==> src/rtl/interrupt_sequencer_pkg.sv <==
// mos6502_pkg: interrupt source/state types and default vector addresses
// shared by the 6502 interrupt path.
package mos6502_pkg;

  typedef enum logic [1:0] {
    NONE  = 2'b00,
    IRQ   = 2'b01,
    NMI   = 2'b10,
    RESET = 2'b11
  } int_src_t;

  typedef enum logic [2:0] {
    IDLE     = 3'd0,
    REQ      = 3'd1,
    FETCH_LO = 3'd2,
    FETCH_HI = 3'd3,
    LOAD     = 3'd4
  } int_state_t;

  localparam logic [15:0] VEC_NMI_DEF = 16'hFFFA;
  localparam logic [15:0] VEC_RST_DEF = 16'hFFFC;
  localparam logic [15:0] VEC_IRQ_DEF = 16'hFFFE;

  function automatic logic [15:0] vec_base(
    input int_src_t    src,
    input logic [15:0] nmi,
    input logic [15:0] rst,
    input logic [15:0] irq
  );
    logic [15:0] b;
    b = irq;
    unique case (1'b1)
      (src == NMI):   b = nmi;
      (src == RESET): b = rst;
      default:        b = irq;
    endcase
    return b;
  endfunction

endpackage

==> src/rtl/interrupt_sequencer_if.sv <==
// interrupt_sequencer_if: decoder handshake and vector-fetch bus.
// master = sequencer side, slave = decoder/memory side.
interface interrupt_sequencer_if;

  logic        BRK;
  logic        I_FLAG;
  logic        INSN_DONE;
  logic        RDY;
  logic        INT_ACK;
  logic [7:0]  DATA_IN;
  logic        INT_REQ;
  logic [1:0]  INT_SRC;
  logic        B_FLAG;
  logic        VEC_VALID;
  logic [15:0] VEC_ADDR;
  logic        PC_LOAD;
  logic [15:0] PC_TARGET;
  logic        SET_I;

  modport master (
    input  BRK, I_FLAG, INSN_DONE, RDY, INT_ACK, DATA_IN,
    output INT_REQ, INT_SRC, B_FLAG, VEC_VALID, VEC_ADDR,
    output PC_LOAD, PC_TARGET, SET_I
  );

  modport slave (
    output BRK, I_FLAG, INSN_DONE, RDY, INT_ACK, DATA_IN,
    input  INT_REQ, INT_SRC, B_FLAG, VEC_VALID, VEC_ADDR,
    input  PC_LOAD, PC_TARGET, SET_I
  );

endinterface

==> src/rtl/interrupt_sequencer_sync_edge.sv <==
// sync_edge: DEPTH-flop synchronizer with a registered falling-edge
// strobe; reset value is the pin's inactive level.
module sync_edge #(
  parameter int   DEPTH   = 1,
  parameter logic RST_VAL = 1'b1
) (
  input  logic clk_i,
  input  logic rst_ni,
  input  logic d_i,
  output logic level_o,
  output logic fall_o
);

  logic [DEPTH-1:0] sync_q;
  logic             last_q;
  logic             fall_q;

  always_ff @(posedge clk_i) begin
    if (!rst_ni) begin
      sync_q <= {DEPTH{RST_VAL}};
      last_q <= RST_VAL;
      fall_q <= 1'b0;
    end else begin
      sync_q[0] <= d_i;
      for (int i = 1; i < DEPTH; i++) begin
        sync_q[i] <= sync_q[i-1];
      end
      last_q <= sync_q[DEPTH-1];
      fall_q <= last_q & ~sync_q[DEPTH-1];
    end
  end

  assign level_o = sync_q[DEPTH-1];
  assign fall_o  = fall_q;

endmodule

==> src/rtl/interrupt_sequencer.sv <==
// interrupt_sequencer: RESET/NMI/IRQ/BRK arbitration and vector fetch.
// Define INT_SYNC2_EN for two-flop pin synchronizers (one flop otherwise).
module interrupt_sequencer
  import mos6502_pkg::*;
#(
  parameter logic [15:0] VEC_NMI = VEC_NMI_DEF,
  parameter logic [15:0] VEC_RST = VEC_RST_DEF,
  parameter logic [15:0] VEC_IRQ = VEC_IRQ_DEF
) (
  input  logic                  CLK,
  input  logic                  RST_N,
  input  logic                  IRQ_N,
  input  logic                  NMI_N,
  interrupt_sequencer_if.master bus
);

`ifdef INT_SYNC2_EN
  localparam int SYNC_DEPTH = 2;
`else
  localparam int SYNC_DEPTH = 1;
`endif

  localparam logic [2:0] S_IDLE     = IDLE;
  localparam logic [2:0] S_REQ      = REQ;
  localparam logic [2:0] S_FETCH_LO = FETCH_LO;
  localparam logic [2:0] S_FETCH_HI = FETCH_HI;
  localparam logic [2:0] S_LOAD     = LOAD;

  logic [2:0]  state_q, state_d;
  int_src_t    src_q, src_d, src_eff;
  logic        b_q, b_d;
  logic        nmi_pend_q, nmi_pend_d;
  logic        brk_pend_q, brk_pend_d;
  logic [15:0] pc_q, pc_d;
  logic        int_req_q;
  logic        pc_load_q;
  logic        set_i_q;

  logic        irq_lvl;
  logic        nmi_fall;
  logic        irq_act;
  logic [15:0] base;

  sync_edge #(.DEPTH(SYNC_DEPTH), .RST_VAL(1'b1)) u_nmi_sync (
    .clk_i   (CLK),
    .rst_ni  (RST_N),
    .d_i     (NMI_N),
    .level_o (),
    .fall_o  (nmi_fall)
  );

  sync_edge #(.DEPTH(SYNC_DEPTH), .RST_VAL(1'b1)) u_irq_sync (
    .clk_i   (CLK),
    .rst_ni  (RST_N),
    .d_i     (IRQ_N),
    .level_o (irq_lvl),
    .fall_o  ()
  );

  assign irq_act = ~irq_lvl & ~bus.I_FLAG;

  // An NMI that lands while REQ is open takes over the request.
  assign src_eff = nmi_pend_q ? NMI : src_q;

  always_comb begin
    state_d    = state_q;
    src_d      = src_q;
    b_d        = b_q;
    nmi_pend_d = nmi_pend_q | nmi_fall;
    brk_pend_d = brk_pend_q | bus.BRK;
    pc_d       = pc_q;
    unique case (1'b1)
      (state_q == S_IDLE): begin
        if (bus.INSN_DONE && (nmi_pend_q || brk_pend_q || irq_act)) begin
          state_d = S_REQ;
          src_d   = nmi_pend_q ? NMI : IRQ;
          b_d     = !nmi_pend_q && brk_pend_q;
        end
      end
      (state_q == S_REQ): begin
        src_d = src_eff;
        if (bus.INT_ACK) begin
          state_d = S_FETCH_LO;
          if (src_eff == NMI) nmi_pend_d = nmi_fall;
          if (b_q)            brk_pend_d = bus.BRK;
        end
      end
      (state_q == S_FETCH_LO): begin
        if (bus.RDY) begin
          pc_d[7:0] = bus.DATA_IN;
          state_d   = S_FETCH_HI;
        end
      end
      (state_q == S_FETCH_HI): begin
        if (bus.RDY) begin
          pc_d[15:8] = bus.DATA_IN;
          state_d    = S_LOAD;
        end
      end
      (state_q == S_LOAD): begin
        state_d = S_IDLE;
        src_d   = NONE;
        b_d     = 1'b0;
      end
      default: state_d = S_IDLE;
    endcase
  end

  always_ff @(posedge CLK) begin
    if (!RST_N) begin
      state_q    <= S_FETCH_LO;
      src_q      <= RESET;
      b_q        <= 1'b0;
      nmi_pend_q <= 1'b0;
      brk_pend_q <= 1'b0;
      pc_q       <= 16'h0000;
      int_req_q  <= 1'b0;
      pc_load_q  <= 1'b0;
      set_i_q    <= 1'b0;
    end else begin
      state_q    <= state_d;
      src_q      <= src_d;
      b_q        <= b_d;
      nmi_pend_q <= nmi_pend_d;
      brk_pend_q <= brk_pend_d;
      pc_q       <= pc_d;
      int_req_q  <= (state_d == S_REQ);
      pc_load_q  <= (state_d == S_LOAD);
      set_i_q    <= (state_d == S_LOAD);
    end
  end

  assign base = vec_base(src_q, VEC_NMI, VEC_RST, VEC_IRQ);

  assign bus.VEC_VALID = (state_q == S_FETCH_LO) ||
                         (state_q == S_FETCH_HI);
  assign bus.VEC_ADDR  = base + {15'd0, state_q == S_FETCH_HI};
  assign bus.INT_REQ   = int_req_q;
  assign bus.INT_SRC   = src_q;
  assign bus.B_FLAG    = b_q;
  assign bus.PC_LOAD   = pc_load_q;
  assign bus.PC_TARGET = pc_q;
  assign bus.SET_I     = set_i_q;

endmodule

==> src/flat_wrapper.sv <==
// flat-port wrapper written by rule: the top's interface ports become plain ports
module interrupt_sequencer_flat import mos6502_pkg::*;
#(
  parameter logic [15:0] VEC_NMI = VEC_NMI_DEF,
  parameter logic [15:0] VEC_RST = VEC_RST_DEF,
  parameter logic [15:0] VEC_IRQ = VEC_IRQ_DEF
)
  (CLK, RST_N, IRQ_N, NMI_N, bus_BRK, bus_I_FLAG, bus_INSN_DONE, bus_RDY, bus_INT_ACK, bus_DATA_IN, bus_INT_REQ, bus_INT_SRC, bus_B_FLAG, bus_VEC_VALID, bus_VEC_ADDR, bus_PC_LOAD, bus_PC_TARGET, bus_SET_I);
  interrupt_sequencer_if bus_i ();
  input  logic CLK;
  input  logic RST_N;
  input  logic IRQ_N;
  input  logic NMI_N;
  input wire logic [$bits(bus_i.BRK)-1:0] bus_BRK;
  input wire logic [$bits(bus_i.I_FLAG)-1:0] bus_I_FLAG;
  input wire logic [$bits(bus_i.INSN_DONE)-1:0] bus_INSN_DONE;
  input wire logic [$bits(bus_i.RDY)-1:0] bus_RDY;
  input wire logic [$bits(bus_i.INT_ACK)-1:0] bus_INT_ACK;
  input wire logic [$bits(bus_i.DATA_IN)-1:0] bus_DATA_IN;
  output wire logic [$bits(bus_i.INT_REQ)-1:0] bus_INT_REQ;
  output wire logic [$bits(bus_i.INT_SRC)-1:0] bus_INT_SRC;
  output wire logic [$bits(bus_i.B_FLAG)-1:0] bus_B_FLAG;
  output wire logic [$bits(bus_i.VEC_VALID)-1:0] bus_VEC_VALID;
  output wire logic [$bits(bus_i.VEC_ADDR)-1:0] bus_VEC_ADDR;
  output wire logic [$bits(bus_i.PC_LOAD)-1:0] bus_PC_LOAD;
  output wire logic [$bits(bus_i.PC_TARGET)-1:0] bus_PC_TARGET;
  output wire logic [$bits(bus_i.SET_I)-1:0] bus_SET_I;
  assign bus_i.BRK = bus_BRK;
  assign bus_i.I_FLAG = bus_I_FLAG;
  assign bus_i.INSN_DONE = bus_INSN_DONE;
  assign bus_i.RDY = bus_RDY;
  assign bus_i.INT_ACK = bus_INT_ACK;
  assign bus_i.DATA_IN = bus_DATA_IN;
  assign bus_INT_REQ = bus_i.INT_REQ;
  assign bus_INT_SRC = bus_i.INT_SRC;
  assign bus_B_FLAG = bus_i.B_FLAG;
  assign bus_VEC_VALID = bus_i.VEC_VALID;
  assign bus_VEC_ADDR = bus_i.VEC_ADDR;
  assign bus_PC_LOAD = bus_i.PC_LOAD;
  assign bus_PC_TARGET = bus_i.PC_TARGET;
  assign bus_SET_I = bus_i.SET_I;
  interrupt_sequencer #(.VEC_NMI(VEC_NMI), .VEC_RST(VEC_RST), .VEC_IRQ(VEC_IRQ)) u_core (.CLK(CLK), .RST_N(RST_N), .IRQ_N(IRQ_N), .NMI_N(NMI_N), .bus(bus_i));
endmodule
==> config.mk <==
export PLATFORM = sky130hd
export DESIGN_NAME = interrupt_sequencer_flat
export DESIGN_NICKNAME = d
export VERILOG_FILES = /design/src/rtl/interrupt_sequencer_pkg.sv /design/src/rtl/interrupt_sequencer_if.sv /design/src/rtl/interrupt_sequencer_sync_edge.sv /design/src/rtl/interrupt_sequencer.sv /design/src/flat_wrapper.sv
export SDC_FILE = /design/constraint.sdc
export NUM_CORES = 1
export LEC_CHECK = 0
export BUFFER_PORTS_ARGS = -buffer_cell sky130_fd_sc_hd__buf_2
export CORE_MARGIN = 2
export CORE_UTILIZATION = 42
export DETAILED_ROUTE_END_ITERATION = 12
export GPL_TIMING_DRIVEN = 1
export PLACE_DENSITY_LB_ADDON = 0.1
export SETUP_SLACK_MARGIN = 0.4
export SLEW_MARGIN = 20
export SYNTH_ARGS = -nofsm -noshare
export SYNTH_HDL_FRONTEND = slang
export SYNTH_SLANG_ARGS = --single-unit
==> constraint.sdc <==
create_clock -name CLK -period 1.2 [get_ports CLK]
set_clock_uncertainty 0.05 [all_clocks]
set_input_delay 0.3 -clock CLK [delete_from_list [all_inputs] [get_ports CLK]]
set_output_delay 0.3 -clock CLK [all_outputs]
set_load 0.005 [all_outputs]
### Word level (Yosys, flattened, before mapping)

Index checks and enable logic that the tools add are counted.
W data, S select, Z words.

* equality and inequality tests: 10
* add/sub/neg operators: 1
* multiplexer cells: 18
* bitwise gates (word level): 7
* reduce and logical (&&, ||, !) cells: 13

Operators by type and width (count)
* $mux W3: 4
* $pmux W3 S4: 1
* $reduce_and A2 Y1: 4
* $mux W1: 7
* $eq A2 B2 Y1 const B: 3
* $eq A3 B1 Y1 const B: 2
* $eq A3 B2 Y1 const B: 2
* $eq A3 B3 Y1 const B: 2
* $mux W2: 3
* $pmux W2 S3: 1
* $pmux W3 S2: 1
* $add A4 B2 Y5: 1
* $logic_not A3 Y1: 1
* $logic_or A1 B1 Y1: 3
* $not A1 Y1: 3
* $reduce_bool A3 Y1: 1
* $and A1 B1 Y1: 2
* $logic_and A1 B1 Y1: 2
* $ne A2 B2 Y1 const B: 1
* $or A1 B1 Y1: 2
* $pmux W1 S2: 1
* $reduce_bool A2 Y1: 1
* $logic_not A1 Y1: 1

* flip-flop bits (word level): 30
* input bits: 17
* logic and storage cells: 62
* output and inout port bits: 39

### Depth between registers and ports, before layout

* depth in word-level cells: 7
* depth in mapped cells: 5
* depth with buffers taken out: 4

### By module

From an unflattened synthesis, not the netlist that was laid out.

* cell total of the unflattened synthesis: 147
* area, all modules: 1405.1 µm²

By module, submodules not included
* interrupt_sequencer: times used 1, cells each 135, seq. area each 520.5 µm², area each 1242.4 µm²
* sync_edge: times used 2, cells each 6, seq. area each 60.1 µm², area each 81.3 µm²

### Worst setup path before layout

OpenSTA, ideal clock, no wires.

* kind: flip-flop to flip-flop
* start point: reg u_core.state_q[1]
* end point: reg u_core.pc_q[0] (netlist: u_core.bus.PC_TARGET[0])
* slack: -99 ps
* setup time: 116 ps
* stages on the path, launching flop included: 6
* path buffers: 1
* data required time: 1034 ps
* arrival: 1133 ps
* path through: dfxtp_1 and2b_4 and3b_1 buf_6 mux2i_1 nor2b_1

* word-level cells in the longest chain between the ends: 2

RTL lines
* start: declaration: RTL line interrupt_sequencer.sv:29 `logic [2:0] state_q, state_d;`
* start signal: assignment: RTL line interrupt_sequencer.sv:121 `state_q <= state_d;`
* $eq A3 B2 Y1: RTL line interrupt_sequencer.sv:88 `(state_q == S_FETCH_LO): begin`
* $reduce_and A2 Y1 (no line)
* end signal: assignment: RTL line interrupt_sequencer.sv:126 `pc_q <= pc_d;`
* end: declaration: RTL line interrupt_sequencer.sv:34 `logic [15:0] pc_q, pc_d;`

Every way passes these cells.
A chain may end at the register's enable or synchronous reset.

### Worst setup path after layout

* start point: reg u_core.state_q[2]
* end point: out bus_VEC_ADDR[0]

* word-level cells in the longest chain between the ends: 2

RTL lines
* $eq A3 B2 Y1: RTL line interrupt_sequencer.sv:137 `assign bus.VEC_ADDR = base + {15'd0, state_q == S_FETCH_HI};`
* $add A4 B2 Y5: RTL line interrupt_sequencer.sv:137
* end: declaration: RTL line flat_wrapper.sv:24 `output wire logic [$bits(bus_i.VEC_ADDR)-1:0] bus_VEC_ADDR;`

Every way passes these cells.

==> results.toml <==
[grt]
grt_max_degree = 18
overflow = 0
grt_pass1_wl_um = 4236
antenna_found_initial = 0
grtUsageTotal_pct = 16.42
grt_pass1_vias = 932

[drt]
wl_per_cell_um = 12.23
wl_um = 2910
vias_per_cell = 4.773
first_pass_iters = 4
drt_iter0_drc = 32
num_vias = 1136
ant_nets = 0
drc = 0

[placement]
port_buffers = 42
gp_congestion = 0.7113
place_hpwl_um = 1836

[die]
initial_core_util_pct = 43.36
num_rows = 20
io_pins = 56
die_y_um = 59.45
core_area_um2 = 2978
dieArea_um2 = 3534
dieWidth_um = 59.45

[timing]
rsz0062_at_grt = "yes"
setup_viol = 27
clock.fmax_ghz = 0.6774
finalCriticalPeriod_ns = 1.476
tns_ns = -4.393
drv_slew = 0
whs_ns = 0.1114
fin_ws_ns = -0.2763
finalHoldViolations = 0
min_period_over_period_pct = 123.0

[cts]
clock_path_buffers = 2
clock_latency_ns = 0.33
cts_tree = "done"
cts_buffers = 5
clock_sinks = 30
cts_root_buffer = "clkbuf_4"
clk_pin_slew_worst_paths_ns = 0.10
ctsHtreeMaxLevel = 2

[worst_hold_path]
hold_path.class = "input port to flop"
min_from = "NMI_N"

[power]
power.density_nw_per_um2 = 1239
vdd_drop_max_mv = 0.9678
leakagePower_nw = 0.8846
power_mw = 2.365

[worst_setup_path]
required_ns = 0.85
critPathKind = "flop to output pin"
r2r_start = "u_core.state_q[2]"
crit_slowest_cell = "dfxtp_2"
endpoint_kind = "output pin"
start_kind = "flop"
crit_chain = "and2b_4, and2_4, buf_6"
worst-path-max-fanout = 3
critical-path-max-stage-delay_ns = 0.33
arrival_ns = 1.13
worstSetupStartpoint = "u_core.state_q[2]"

[yosys]
synth-seq-area-share_pct = 46.51
syn_area_um2 = 1291
avgSynthCellArea_um2 = 9.158
synth_cell_type_count = 31
synthCells = 141
ys_ff_latch = 30
synth_warnings = 0

[run]
cap_violations = 0

[run_status]
outcome = "finished, violations left"
violations = "negative setup slack"

[cells_and_area]
fin_util_pct = 64.12
area_delta_synth_final_pct = 47.87
regArea_um2 = 639.4
fin_nets = 221
n_antenna_cell = 0
final_common_cell = "buf_2"
final_cell_mix = "33 x buf_2, 23 x nand2_1, 19 x dfxtp_2"
drive_gt1_share_pct = 55.61
multi_input_area_um2 = 685.7
n_fill_cell = 239
==> synthesized netlist by cell type, drive strengths merged <==
| cell type | count | area, µm² |
|---|---|---|
| inv | 1 | 3.750 |
| and2 | 3 | 20.02 |
| a221oi | 1 | 8.760 |
| nor3b | 2 | 15.01 |
| buf | 17 | 126.4 |
| nor4b | 1 | 15.01 |
| dfxtp | 30 | 600.6 |
| nand4 | 1 | 6.260 |
| xor2 | 1 | 8.760 |
| a21boi | 8 | 60.06 |
| o21a | 1 | 7.510 |
| nor2b | 12 | 75.07 |
| nand2 | 24 | 90.09 |
| and3 | 1 | 6.260 |
| nor2 | 4 | 15.01 |
| and3b | 2 | 18.77 |
| and2b | 1 | 10.01 |
| mux2i | 8 | 80.08 |
| o21ai | 2 | 10.00 |
| a21oi | 6 | 30.03 |
| clkbuf | 3 | 11.26 |
| nand3b | 2 | 15.01 |
| nand3 | 3 | 15.01 |
| o31ai | 1 | 7.510 |
| conb | 1 | 3.750 |
| nand2b | 5 | 31.28 |
==> final timing paths <==
check / endpoint / slack, ns / cells after the start
min: u_core.u_nmi_sync.level_o / 0.11 / 2
max reg2reg: u_core.bus.PC_TARGET[2] / -0.28 / 6
max: bus_VEC_ADDR[0] / -0.28 / 3
min reg2reg: u_core.u_nmi_sync.fall_o / 0.36 / 2
==> metal layers <==
layer  vias up  wire length [µm]  track usage (%)
li1        564                 -                -
met1       521              1233            19.60
met2        47              1443            26.06
met3         4               202            6.550
met4         0                29            6.818
met5         -                 0                0
==> critical path, delay by kind of cell (launching register included) <==
| kind | cells | cell delay, ns |
|---|---|---|
| flops | 1 | 0.33 |
| buf+inv | 1 | 0.08 |
| simple gates | 2 | 0.38 |
==> flip-flops by register name, indices dropped and copies added, names as in the netlist <==
register,count
u_core.u_irq_sync.level_o,1
u_core.bus.INT_REQ,1
u_core.state_q,3
u_core.u_nmi_sync.last_q,1
u_core.nmi_pend_q,1
u_core.u_nmi_sync.fall_o,1
u_core.u_nmi_sync.level_o,1
u_core.bus.B_FLAG,1
u_core.brk_pend_q,1
u_core.bus.PC_TARGET,16
u_core.bus.INT_SRC,2
u_core.bus.PC_LOAD,1
==> cell type report <==
cell class,count,area share [%]
Tap cell,33,2.163
Clock buffer,7,2.883
Multi-Input combinational cell,102,35.91
Clock inverter,1,0.2621
Sequential cell,30,33.49
Timing Repair Buffer,64,25.10
Inverter,1,0.1966
==> per-stage QoR <==
stage | setup slack, ns | instance area (µm²) | instances
2_1_floorplan | -0.07494 | 1369 | 153
3_3_place_gp | -0.09643 | 1556 | 218
3_5_place_dp | -0.1520 | 1556 | 218
4_1_cts | -0.2808 | 1787 | 234
5_1_grt | -0.3258 | 1909 | 238
6_report | -0.2763 | 1909 | 238
==> what timing repair did <==
item | 4_1_cts | 5_1_grt
buffers inserted | 8 | 4
pin swaps | 9 | 8
hold endpoints to repair | 0 | 0
hold buffers | 0 | 0
resized for setup | 36 | 19
endpoints found under the setup margin | 52 | 52
==> power breakdown <==
group	leakage [nW]	switching, mW	internal (mW)
registers	0.254	0.0528	1.08
logic	0.595	0.261	0.356
clock network	0.0353	0.335	0.284
==> logic make-up after synthesis <==
logic type	synth area share (%)
other	0.2904
buffers and inverters	10.95
xor gates and xnor gates	0.6784
AOI/OAI and AO/OA	9.593
DFF	46.51
muxes	6.202
and+or+nand+nor	25.77
No activity file was read; power rests on OpenSTA's default activity.
